File: src/rtl/id_regfile_fwd_pkg.sv
// Shared definitions for the ID-stage register file with forwarding.
// Contents: the zero-register address, default width parameters and the
// per-read-port data-source enumeration produced by fwd_sel.
// Optional feature macro: REGFILE_BYPASS_EN (EX/MEM forwarding; see top).
package regfile_pkg;

  localparam int DATA_W_DEF = 32;
  localparam int ADDR_W_DEF = 5;
  localparam int REG_ZERO   = 0;

  // Where a read port takes its data from, youngest stage first.
  typedef enum logic [2:0] {
    SRC_ZERO,
    SRC_EX,
    SRC_MEM,
    SRC_WB,
    SRC_RF
  } src_e;

endpackage

File: src/rtl/id_regfile_fwd_if.sv
// Bus bundle between the pipeline (master) and the register file (slave).
// Carries the WB write port, EX/MEM destination tuples, the packed read
// ports, read data, stall request and the stall counter with its clear.
interface id_regfile_fwd_if #(
  parameter int DATA_W = 32,
  parameter int ADDR_W = 5,
  parameter int NUM_RD = 2,
  parameter int CNT_W  = 16
);
  logic                     wb_we_i;
  logic [ADDR_W-1:0]        wb_waddr_i;
  logic [DATA_W-1:0]        wb_wdata_i;
  logic                     ex_we_i;
  logic [ADDR_W-1:0]        ex_waddr_i;
  logic [DATA_W-1:0]        ex_wdata_i;
  logic                     ex_is_load_i;
  logic                     mem_we_i;
  logic [ADDR_W-1:0]        mem_waddr_i;
  logic [DATA_W-1:0]        mem_wdata_i;
  logic [NUM_RD-1:0]        re_i;
  logic [NUM_RD*ADDR_W-1:0] raddr_i;
  logic [NUM_RD*DATA_W-1:0] rdata_o;
  logic                     stall_req_o;
  logic                     clr_cnt_i;
  logic [CNT_W-1:0]         stall_cnt_o;

  modport master (
    output wb_we_i, wb_waddr_i, wb_wdata_i,
    output ex_we_i, ex_waddr_i, ex_wdata_i, ex_is_load_i,
    output mem_we_i, mem_waddr_i, mem_wdata_i,
    output re_i, raddr_i, clr_cnt_i,
    input  rdata_o, stall_req_o, stall_cnt_o
  );

  modport slave (
    input  wb_we_i, wb_waddr_i, wb_wdata_i,
    input  ex_we_i, ex_waddr_i, ex_wdata_i, ex_is_load_i,
    input  mem_we_i, mem_waddr_i, mem_wdata_i,
    input  re_i, raddr_i, clr_cnt_i,
    output rdata_o, stall_req_o, stall_cnt_o
  );
endinterface

File: src/rtl/id_regfile_fwd_fwd_sel.sv
// fwd_sel: per-read-port source selection and hazard detection.
// Inputs : re/raddr of one port, EX (we, waddr, is_load), MEM (we, waddr),
//          WB (we, waddr).
// Outputs: src (data source enum), hazard (this port must stall ID).
// REGFILE_BYPASS_EN defined  : EX > MEM > WB > RF, stall only on load-use.
// REGFILE_BYPASS_EN undefined: WB > RF, stall on any EX or MEM RAW match.
module fwd_sel
  import regfile_pkg::*;
#(
  parameter int ADDR_W = ADDR_W_DEF
) (
  input  logic              re,
  input  logic [ADDR_W-1:0] raddr,
  input  logic              ex_we,
  input  logic [ADDR_W-1:0] ex_waddr,
  input  logic              ex_is_load,
  input  logic              mem_we,
  input  logic [ADDR_W-1:0] mem_waddr,
  input  logic              wb_we,
  input  logic [ADDR_W-1:0] wb_waddr,
  output src_e              src,
  output logic              hazard
);

  // raddr != 0 is folded into every hit, so a stage writing r0 never matches.
  logic rd_ok, ex_hit, mem_hit, wb_hit;
  assign rd_ok   = re && (raddr != ADDR_W'(REG_ZERO));
  assign ex_hit  = rd_ok && ex_we  && (ex_waddr  == raddr);
  assign mem_hit = rd_ok && mem_we && (mem_waddr == raddr);
  assign wb_hit  = rd_ok && wb_we  && (wb_waddr  == raddr);

`ifdef REGFILE_BYPASS_EN
  always_comb begin
    src = SRC_RF;
    if (!rd_ok)       src = SRC_ZERO;
    else if (ex_hit)  src = SRC_EX;
    else if (mem_hit) src = SRC_MEM;
    else if (wb_hit)  src = SRC_WB;
  end
  // Only a load in EX lacks its result; everything else is forwarded.
  assign hazard = ex_hit && ex_is_load;
`else
  always_comb begin
    src = SRC_RF;
    if (!rd_ok)      src = SRC_ZERO;
    else if (wb_hit) src = SRC_WB;
  end
  // Full interlock: any in-flight producer holds ID until it reaches WB.
  assign hazard = ex_hit || mem_hit;
  logic unused_load;
  assign unused_load = ex_is_load;
`endif

endmodule

File: src/rtl/id_regfile_fwd.sv
// id_regfile_fwd: ID-stage register file, NUM_RD read ports, one WB write
// port, EX/MEM/WB forwarding, load-use detection and a saturating stall
// counter.
// Ports: clk, rst (async, active-high), bus (id_regfile_fwd_if.slave).
// Optional feature macro: REGFILE_BYPASS_EN enables EX/MEM forwarding;
// without it only WB write-through remains and any EX/MEM RAW stalls.
module id_regfile_fwd
  import regfile_pkg::*;
#(
  parameter int DATA_W = DATA_W_DEF,
  parameter int ADDR_W = ADDR_W_DEF,
  parameter int NUM_RD = 2,
  parameter int CNT_W  = 16
) (
  input logic             clk,
  input logic             rst,
  id_regfile_fwd_if.slave bus
);

  localparam int DEPTH = 2**ADDR_W;

  logic [DATA_W-1:0]             rf [DEPTH];
  logic [NUM_RD-1:0][DATA_W-1:0] rd;
  logic [NUM_RD-1:0]             hazard;
  logic                          stall;
  logic [CNT_W-1:0]              cnt;

  // Storage; r0 is never written so it stays at its reset value of 0.
  always_ff @(posedge clk or posedge rst) begin
    if (rst) begin
      for (int i = 0; i < DEPTH; i++) rf[i] <= '0;
    end else if (bus.wb_we_i && bus.wb_waddr_i != ADDR_W'(REG_ZERO)) begin
      rf[bus.wb_waddr_i] <= bus.wb_wdata_i;
    end
  end

  for (genvar k = 0; k < NUM_RD; k++) begin : g_port
    logic [ADDR_W-1:0] raddr;
    src_e              src;
    logic [DATA_W-1:0] d;

    assign raddr = bus.raddr_i[k*ADDR_W +: ADDR_W];

    fwd_sel #(.ADDR_W(ADDR_W)) u_sel (
      .re        (bus.re_i[k]),
      .raddr     (raddr),
      .ex_we     (bus.ex_we_i),
      .ex_waddr  (bus.ex_waddr_i),
      .ex_is_load(bus.ex_is_load_i),
      .mem_we    (bus.mem_we_i),
      .mem_waddr (bus.mem_waddr_i),
      .wb_we     (bus.wb_we_i),
      .wb_waddr  (bus.wb_waddr_i),
      .src       (src),
      .hazard    (hazard[k])
    );

    always_comb begin
      d = '0;
      case (src)
`ifdef REGFILE_BYPASS_EN
        SRC_EX:  d = bus.ex_wdata_i;
        SRC_MEM: d = bus.mem_wdata_i;
`endif
        SRC_WB:  d = bus.wb_wdata_i;
        SRC_RF:  d = rf[raddr];
        default: d = '0;
      endcase
    end

    assign rd[k] = d;
  end

`ifndef REGFILE_BYPASS_EN
  logic unused_nobypass;
  assign unused_nobypass = ^{bus.ex_wdata_i, bus.mem_wdata_i};
`endif

  // Forwarded stage data bypasses the cleared array, so gate it during reset.
  assign stall           = ~rst & (|hazard);
  assign bus.stall_req_o = stall;
  assign bus.rdata_o     = rst ? '0 : rd;

  always_ff @(posedge clk or posedge rst) begin
    if (rst)                      cnt <= '0;
    else if (bus.clr_cnt_i)       cnt <= '0;
    else if (stall && cnt != '1)  cnt <= cnt + 1'b1;
  end

  assign bus.stall_cnt_o = cnt;

endmodule
File: src/flat_wrapper.sv
// flat-port wrapper written by rule: the top's interface ports become plain ports
module id_regfile_fwd_flat import regfile_pkg::*;
#(
  parameter int DATA_W = DATA_W_DEF,
  parameter int ADDR_W = ADDR_W_DEF,
  parameter int NUM_RD = 2,
  parameter int CNT_W  = 16
)
  (clk, rst, bus_wb_we_i, bus_wb_waddr_i, bus_wb_wdata_i, bus_ex_we_i, bus_ex_waddr_i, bus_ex_wdata_i, bus_ex_is_load_i, bus_mem_we_i, bus_mem_waddr_i, bus_mem_wdata_i, bus_re_i, bus_raddr_i, bus_clr_cnt_i, bus_rdata_o, bus_stall_req_o, bus_stall_cnt_o);
  id_regfile_fwd_if #(.DATA_W(DATA_W), .ADDR_W(ADDR_W), .NUM_RD(NUM_RD), .CNT_W(CNT_W)) bus_i ();
  input logic clk;
  input logic rst;
  input wire logic [$bits(bus_i.wb_we_i)-1:0] bus_wb_we_i;
  input wire logic [$bits(bus_i.wb_waddr_i)-1:0] bus_wb_waddr_i;
  input wire logic [$bits(bus_i.wb_wdata_i)-1:0] bus_wb_wdata_i;
  input wire logic [$bits(bus_i.ex_we_i)-1:0] bus_ex_we_i;
  input wire logic [$bits(bus_i.ex_waddr_i)-1:0] bus_ex_waddr_i;
  input wire logic [$bits(bus_i.ex_wdata_i)-1:0] bus_ex_wdata_i;
  input wire logic [$bits(bus_i.ex_is_load_i)-1:0] bus_ex_is_load_i;
  input wire logic [$bits(bus_i.mem_we_i)-1:0] bus_mem_we_i;
  input wire logic [$bits(bus_i.mem_waddr_i)-1:0] bus_mem_waddr_i;
  input wire logic [$bits(bus_i.mem_wdata_i)-1:0] bus_mem_wdata_i;
  input wire logic [$bits(bus_i.re_i)-1:0] bus_re_i;
  input wire logic [$bits(bus_i.raddr_i)-1:0] bus_raddr_i;
  input wire logic [$bits(bus_i.clr_cnt_i)-1:0] bus_clr_cnt_i;
  output wire logic [$bits(bus_i.rdata_o)-1:0] bus_rdata_o;
  output wire logic [$bits(bus_i.stall_req_o)-1:0] bus_stall_req_o;
  output wire logic [$bits(bus_i.stall_cnt_o)-1:0] bus_stall_cnt_o;
  assign bus_i.wb_we_i = bus_wb_we_i;
  assign bus_i.wb_waddr_i = bus_wb_waddr_i;
  assign bus_i.wb_wdata_i = bus_wb_wdata_i;
  assign bus_i.ex_we_i = bus_ex_we_i;
  assign bus_i.ex_waddr_i = bus_ex_waddr_i;
  assign bus_i.ex_wdata_i = bus_ex_wdata_i;
  assign bus_i.ex_is_load_i = bus_ex_is_load_i;
  assign bus_i.mem_we_i = bus_mem_we_i;
  assign bus_i.mem_waddr_i = bus_mem_waddr_i;
  assign bus_i.mem_wdata_i = bus_mem_wdata_i;
  assign bus_i.re_i = bus_re_i;
  assign bus_i.raddr_i = bus_raddr_i;
  assign bus_i.clr_cnt_i = bus_clr_cnt_i;
  assign bus_rdata_o = bus_i.rdata_o;
  assign bus_stall_req_o = bus_i.stall_req_o;
  assign bus_stall_cnt_o = bus_i.stall_cnt_o;
  id_regfile_fwd #(.DATA_W(DATA_W), .ADDR_W(ADDR_W), .NUM_RD(NUM_RD), .CNT_W(CNT_W)) u_core (.clk(clk), .rst(rst), .bus(bus_i));
endmodule
File: config.mk
export PLATFORM = sky130hd
export DESIGN_NAME = id_regfile_fwd_flat
export DESIGN_NICKNAME = d
export VERILOG_FILES = /design/src/rtl/id_regfile_fwd_pkg.sv /design/src/rtl/id_regfile_fwd_if.sv /design/src/rtl/id_regfile_fwd_fwd_sel.sv /design/src/rtl/id_regfile_fwd.sv /design/src/flat_wrapper.sv
export SDC_FILE = /design/constraint.sdc
export NUM_CORES = 2
export LEC_CHECK = 0
export CELL_PAD_IN_SITES_DETAIL_PLACEMENT = 1
export CELL_PAD_IN_SITES_GLOBAL_PLACEMENT = 1
export CORE_UTILIZATION = 57
export CTS_CLUSTER_DIAMETER = 50
export CTS_CLUSTER_SIZE = 40
export DETAILED_ROUTE_END_ITERATION = 8
export GPL_ROUTABILITY_DRIVEN = 0
export HOLD_SLACK_MARGIN = 0.12
export PLACE_DENSITY = 0.95
export SETUP_SLACK_MARGIN = 0.02
export SYNTH_ARGS = -nofsm -noshare
export SYNTH_HDL_FRONTEND = slang
export SYNTH_SLANG_ARGS = --single-unit
File: constraint.sdc
create_clock -name clk -period 113.1 [get_ports clk]
set_input_delay 22.62 -clock clk [delete_from_list [all_inputs] [get_ports clk]]
set_output_delay 22.62 -clock clk [all_outputs]
set_load 0.02 [all_outputs]
-- Word level (Yosys, flattened, before mapping)
Index checks and enable logic that the tools add are counted.
- bits of input ports: 130
- flip-flop bits (word level): 1040
- equality and inequality tests: 11
- $lt $le $gt $ge: 4
- reduce and logical (&&, ||, !) cells: 24
- bitwise operators: 5
- add/sub/neg operators: 1
- mux-type cells: 18
- operators by type and width (operator ; count):
    bitwise mux 1024 bit ; 1
    binary-select mux 32 bit (select 5 bit) ; 2
    demux 32 bit (select 5 bit) ; 1
    two-way mux 32 bit ; 5
    one-hot mux 32 bit (2 select lines) ; 2
    two-way mux 64 bit ; 1
    two-way mux 16 bit ; 2
    == test 5 bit ; 6
    >= comparator 6 bit, second input constant ; 3
    NOT 5 -> 6 bit ; 3
    logical AND 1 bit ; 17
    adder 16 x 1 -> 16 bit, second input constant ; 1
    inequality test 16 bit, second input constant ; 1
    nonzero test 5 bit ; 3
    two-way mux 3 bit ; 4
    == test 3 x 2 -> 1 bit, second input constant ; 2
    == test 3 bit, second input constant ; 2
    < comparator 6 x 1 -> 1 bit, second input constant ; 1
    logical OR 1 bit ; 2
    nonzero test 2 bit ; 1
    OR reduction 2 bit ; 1
    AND 1 bit ; 1
    NOT 1 bit ; 1

-- Logic depth before layout (Yosys ltp)
- depth in word-level cells: 10
- mapped depth: 9
- mapped depth without buffers: 7

-- Hierarchy
A second synthesis with hierarchy kept.
- cells, all modules: 4170
- area, all modules: 57826.7 um2
- modules (own cells, without submodules) (module ; times used ; cells each ; area an instance (um2)):
    id_regfile_fwd ; 1 ; 4116 ; 57386.3
    fwd_sel ; 2 ; 27 ; 220.2

-- Worst setup path after synthesis
OpenSTA, ideal clock, no wires.
- path kind: input to output
- start: input port rst
- end: output port bus_rdata_o[33]
- stages: 5
- path buffers: 1
- setup slack: 43125 ps
- arrival: 47355 ps
- cells stage by stage: inv_1 -> o311a_1 -> clkbuf_1 -> o21ai_0 -> a21oi_1
- longest elaborated chain between the ends: 1
- ends and longest elaborated chain (what ; line ; source):
    from (decl) ; flat_wrapper.sv:12 ; input logic rst;
    two-way mux 64 bit ; id_regfile_fwd.sv:82 ; assign bus.rdata_o = rst ? '0 : rd;
    to (decl) ; flat_wrapper.sv:26 ; output wire logic [$bits(bus_i.rdata_o)-1:0] bus_rdata_o;
No other way between the ends.

-- Worst setup path after layout
- start: input port bus_raddr_i[5]
- end: output port bus_rdata_o[51]
- longest elaborated chain between the ends: 9
- elaborated cells on any way between the ends: 15
- ends and longest elaborated chain (what ; line ; source):
    from (decl) ; flat_wrapper.sv:24 ; input wire logic [$bits(bus_i.raddr_i)-1:0] bus_raddr_i;
    nonzero test 5 bit ; id_regfile_fwd_fwd_sel.sv:27 ; assign rd_ok = re && (raddr != ADDR_W'(REG_ZERO));
    logical AND 1 bit ; id_regfile_fwd_fwd_sel.sv:27 ;
    logical AND 1 bit (2 in a row) ; id_regfile_fwd_fwd_sel.sv:30 ; assign wb_hit = rd_ok && wb_we && (wb_waddr == raddr);
    two-way mux 3 bit ; id_regfile_fwd_fwd_sel.sv:46 ; else if (wb_hit) src = SRC_WB;
    two-way mux 3 bit ; id_regfile_fwd_fwd_sel.sv:45 ; if (!rd_ok) src = SRC_ZERO;
    == test 3 bit or == test 3 x 2 -> 1 bit (tied branches) ; id_regfile_fwd.sv:60 ; case (src)
    one-hot mux 32 bit (2 select lines) (*) ; id_regfile_fwd.sv:60 ;
    two-way mux 64 bit (*) ; id_regfile_fwd.sv:82 ;
Every way passes the cells marked *; elsewhere a longest branch is shown, timed or not. The select of a mux whose other input is x is not followed.

==> summary.txt <==
RUN STATUS
----------------------------------------------------------------------------------------------------
Outcome ............................................................................... finished, violations left
Violated checks ....................................................................... capacitance limit, slew limit

DETAILED ROUTING
----------------------------------------------------------------------------------------------------
Average wire length per cell after detail routing .....................................     52.57 um
ANT nets after route ..................................................................            0
Detailed Route Iter0 Violations .......................................................         7966
Via count .............................................................................        44370
Count of TritonRoute iterations in the first routing pass .............................            9
Total wire length .....................................................................    256800 um
Vias per cell .........................................................................        9.081
Drc violations ........................................................................            0

STA
----------------------------------------------------------------------------------------------------
Worst Setup Slack, final ..............................................................     62760 ps
Hold Violations, Final ................................................................            0
RSZ-0062 raised after global routing ..................................................           no
Headroom to the max-slew limit ........................................................      -1.588%
Worst hold-check slack ................................................................     415.8 ps
Minimum clock period ..................................................................     50340 ps
Achievable frequency ..................................................................  0.01986 GHz
Worst-margin pin slew .................................................................      1519 ps
Final clock period utilization by the worst path ......................................       44.51%
Final-report max-slew violation count .................................................           68
Accumulated negative setup slack ......................................................         0 ps
Setup violations, final ...............................................................            0
Setup clock skew after layout .........................................................     27.57 ps

WORST SETUP PATH
----------------------------------------------------------------------------------------------------
Critical setup path kind ..............................................................    in -> out
Startpoint class of the critical path ................................................. primary input
Required arrival time at the worst endpoint ...........................................     90480 ps
Critical path endpoint category .......................................................  output port
Arrival time at the worst endpoint ....................................................     27720 ps
Peak fanout along the critical path ...................................................           91
Reg2reg setup slack ...................................................................    110460 ps

CTS
----------------------------------------------------------------------------------------------------
Clock buffer depth ....................................................................            3
Clk Tree Root Cell .................................................................... sky130_fd_sc_hd__clkbuf_16
Clock-pin slew reported for the worst setup and hold paths after clock tree synthesis .        70 ps
TritonCTS Buffers .....................................................................          112
Clock Sink Count ......................................................................         1040
Post-CTS Setup Bufs ...................................................................            0
H-tree depth reported by CTS ..........................................................            3
Count of hold buffers inserted by post-cts repair .....................................            0
CTS tree ..............................................................................          yes
Source-to-sink clock delay at the later pin of the worst-skew pair ....................       820 ps
Post_cts resized ......................................................................            0

LOGIC SYNTHESIS
----------------------------------------------------------------------------------------------------
Post-synthesis average cell area ......................................................  15.40 sq um
Distinct cells, synth .................................................................           47
Number of synthesized register bits ...................................................         1040
Post-synthesis instance area .......................................................... 0.05529 sq mm
Post-Syn Instances ....................................................................         3591
Syn. warnings .........................................................................            0
Number of nets produced by synthesis ..................................................         3722
Post-synthesis sequential area ratio ..................................................       47.07%

JOB
----------------------------------------------------------------------------------------------------
MaxCap Viol Count .....................................................................            3

POWER AND IR DROP
----------------------------------------------------------------------------------------------------
Power spent charging and discharging nets .............................................     429.9 uW
IR Drop Worst-Case VDD ................................................................ 0.00001397 V
Logic gate share of total power .......................................................        21.6%
Cell Int Power ........................................................................     811.2 uW
Leak Pwr ..............................................................................   0.02562 uW
Part of the total power dissipated in sequential elements .............................        43.0%
Fraction of power spent switching nets ................................................       34.64%
PD cells .............................................................................. 20.11 mW/mm^2
Clk network pwr share .................................................................        35.4%

PLACE
----------------------------------------------------------------------------------------------------
Port Buffer Count .....................................................................          145
# placed instances ....................................................................         4656
Pre-CTS setup slack ...................................................................     63020 ps
Area of placed instances .............................................................. 0.05748 sq mm
Detailed-placement wirelength estimate ................................................    119500 um

GLOBAL ROUTING
----------------------------------------------------------------------------------------------------
Largest net degree at the start of global routing .....................................          180
Total global routing overflow .........................................................            0
Overall global routing resource usage .................................................       48.31%
Vias in the first global route ........................................................        44760
Antenna violations before repair ......................................................           25
Wire length of the first global-routing pass ..........................................    339900 um

DIE
----------------------------------------------------------------------------------------------------
Top-level port count ..................................................................          211
Area of the die ....................................................................... 0.09825 sq mm
Overall die width .....................................................................     313.5 um
Vertical extent of the die ............................................................     313.5 um
Standard-cell rows ....................................................................          113
Initial Util ..........................................................................       57.85%
Core area ............................................................................. 0.09558 sq mm

FINISH
----------------------------------------------------------------------------------------------------
Area added between synthesis and finish ...............................................       11.63%
Final-stage net count .................................................................         3637
Proportion of layout cells with a drive suffix above 1 ................................       53.11%
Post-Layout Cell Count ................................................................         4886
Area of all placed cells without fillers .............................................. 0.06172 sq mm

MIN PATH
----------------------------------------------------------------------------------------------------
Hold/Removal Path Class ...............................................................   reg -> reg

power by group through the flow:
| stage | Clock (uW) | Combinational [uW] | Sequential (uW) |
|---|---|---|---|
| floorplan | 0 | 174 | 481 |
| global placement | 0 | 208 | 488 |
| detailed placement | 0 | 230 | 509 |
| CTS | 425 | 247 | 515 |
| global route | 445 | 270 | 530 |
| finish | 439 | 268 | 534 |
cell usage in the layout, fill, tap and decap left out, types with 7 or more instances in the layout:
cell type	Yosys	layout
sky130_fd_sc_hd__buf_4	12	74
sky130_fd_sc_hd__mux4_2	578	578
sky130_fd_sc_hd__clkbuf_8	0	10
sky130_fd_sc_hd__clkinv_8	0	11
sky130_fd_sc_hd__nor2_4	0	18
sky130_fd_sc_hd__buf_12	0	7
sky130_fd_sc_hd__clkdlybuf4s50_1	0	134
sky130_fd_sc_hd__nand2_2	0	15
sky130_fd_sc_hd__dfrtp_1	1040	1040
sky130_fd_sc_hd__a21oi_1	200	200
sky130_fd_sc_hd__or3_1	10	10
sky130_fd_sc_hd__clkinvlp_4	0	7
sky130_fd_sc_hd__clkbuf_16	0	112
sky130_fd_sc_hd__bufinv_16	0	16
sky130_fd_sc_hd__clkinv_2	0	7
sky130_fd_sc_hd__xor2_1	9	9
sky130_fd_sc_hd__clkinv_4	0	12
sky130_fd_sc_hd__o21ai_1	8	8
sky130_fd_sc_hd__nand4_1	7	7
sky130_fd_sc_hd__nand3_1	12	10
sky130_fd_sc_hd__inv_8	0	11
sky130_fd_sc_hd__o21ai_0	64	64
sky130_fd_sc_hd__a22oi_1	124	124
sky130_fd_sc_hd__diode_2	0	19
sky130_fd_sc_hd__nand2_1	27	12
sky130_fd_sc_hd__mux2_2	992	992
sky130_fd_sc_hd__xnor2_1	22	22
sky130_fd_sc_hd__inv_6	0	16
worst paths after layout:
path | from | end | depth (start not counted)
hold / removal | u_core.rf[1002]$_DFFE_PP0P_ | u_core.rf[1002]$_DFFE_PP0P_ | 0
setup reg to reg | u_core.bus.stall_cnt_o[1]$_DFFE_PP0P_ | u_core.bus.stall_cnt_o[8]$_DFFE_PP0P_ | 7
min in group asynchronous | rst | u_core.rf[73]$_DFFE_PP0P_ | 2
setup / recovery | bus_raddr_i[5] | bus_rdata_o[51] | 9
hold reg to reg | u_core.rf[1002]$_DFFE_PP0P_ | u_core.rf[1002]$_DFFE_PP0P_ | 0
max in group asynchronous | rst | u_core.rf[696]$_DFFE_PP0P_ | 6
per-layer routing:
| layer | part of all wire [%] | vias up | global-route usage, % |
|---|---|---|---|
| li1 | - | 13840 | - |
| met4 | 11 | 26 | 37.33 |
| met2 | 42 | 5940 | 69.87 |
| met1 | 31 | 22180 | 58.94 |
| met5 | 0.11 | - | 0.09671 |
| met3 | 16 | 2382 | 18.26 |
synth_stat cells, drive strengths merged:
cell type	instances	area share, %
ha	1	0.023
nor3b	4	0.054
inv	2	0.014
nand4	7	0.079
mux2	992	20
nor2b	6	0.081
a22o	1	0.016
clkbuf	266	1.8
nand3b	4	0.054
o311a	2	0.036
nor3	2	0.018
xor2	9	0.14
and3	3	0.034
and2	3	0.034
a31oi	1	0.011
o22ai	2	0.023
mux4	578	24
xnor2	22	0.35
nand3	12	0.11
o31a	1	0.016
and2b	1	0.014
a211oi	1	0.014
a22oi	125	1.7
nor4	4	0.057
nand2	27	0.18
and3b	1	0.016
nor2	23	0.16
buf	155	1.3
o31ai	4	0.054
or3b	1	0.016
a21oi	200	1.8
o21ai	72	0.65
mux2i	3	0.054
or3	10	0.11
o21ba	1	0.018
or2	1	0.011
or4	4	0.054
dfrtp	1040	47
through the flow:
step                total power (uW)  utilization [%]
floorplan                      655.1                -
global placement               696.3            60.14
detailed placement             738.8            60.14
CTS                             1186            64.51
global route                    1244            64.54
finish                          1241            64.58
layout make-up:
| type | count | area, sq um |
|---|---|---|
| multi-input combinational | 2128 | 27750 |
| sequential | 1040 | 26030 |
| fill | 8081 | 33850 |
| timing repair buffer | 222 | 2125 |
| clock buffer | 126 | 2955 |
| clock inverter | 84 | 1221 |
| tap | 1265 | 1583 |
| inverter | 2 | 15.01 |
| antenna | 19 | 47.55 |
flip-flops by register name (all words and copies together), names as in the netlist:
signal and cells:
u_core.bus.stall_cnt_o 16, u_core.rf 1024
worst max-delay path: stages:
cell and delay, ps:
sky130_fd_sc_hd__buf_8 460, sky130_fd_sc_hd__buf_4 770, sky130_fd_sc_hd__buf_12 640, sky130_fd_sc_hd__buf_4 590, sky130_fd_sc_hd__mux4_2 610, sky130_fd_sc_hd__mux4_2 530
sky130_fd_sc_hd__a21oi_1 360, sky130_fd_sc_hd__a21oi_1 200, sky130_fd_sc_hd__clkdlybuf4s50_1 670
cell families (layout without fill, tap and decap cells):
logic type	after synthesis	count (layout)	synth area share, %
mux	1573	1573	43.80
buf+inv	423	434	3.161
compound gates	410	410	4.372
simple gates	113	113	1.084
fa+ha+maj	1	1	0.02263
other cells	0	19	0
flops	1040	1040	47.07
xor+xnor	31	31	0.4910
Power figures use the tool's default switching activity.
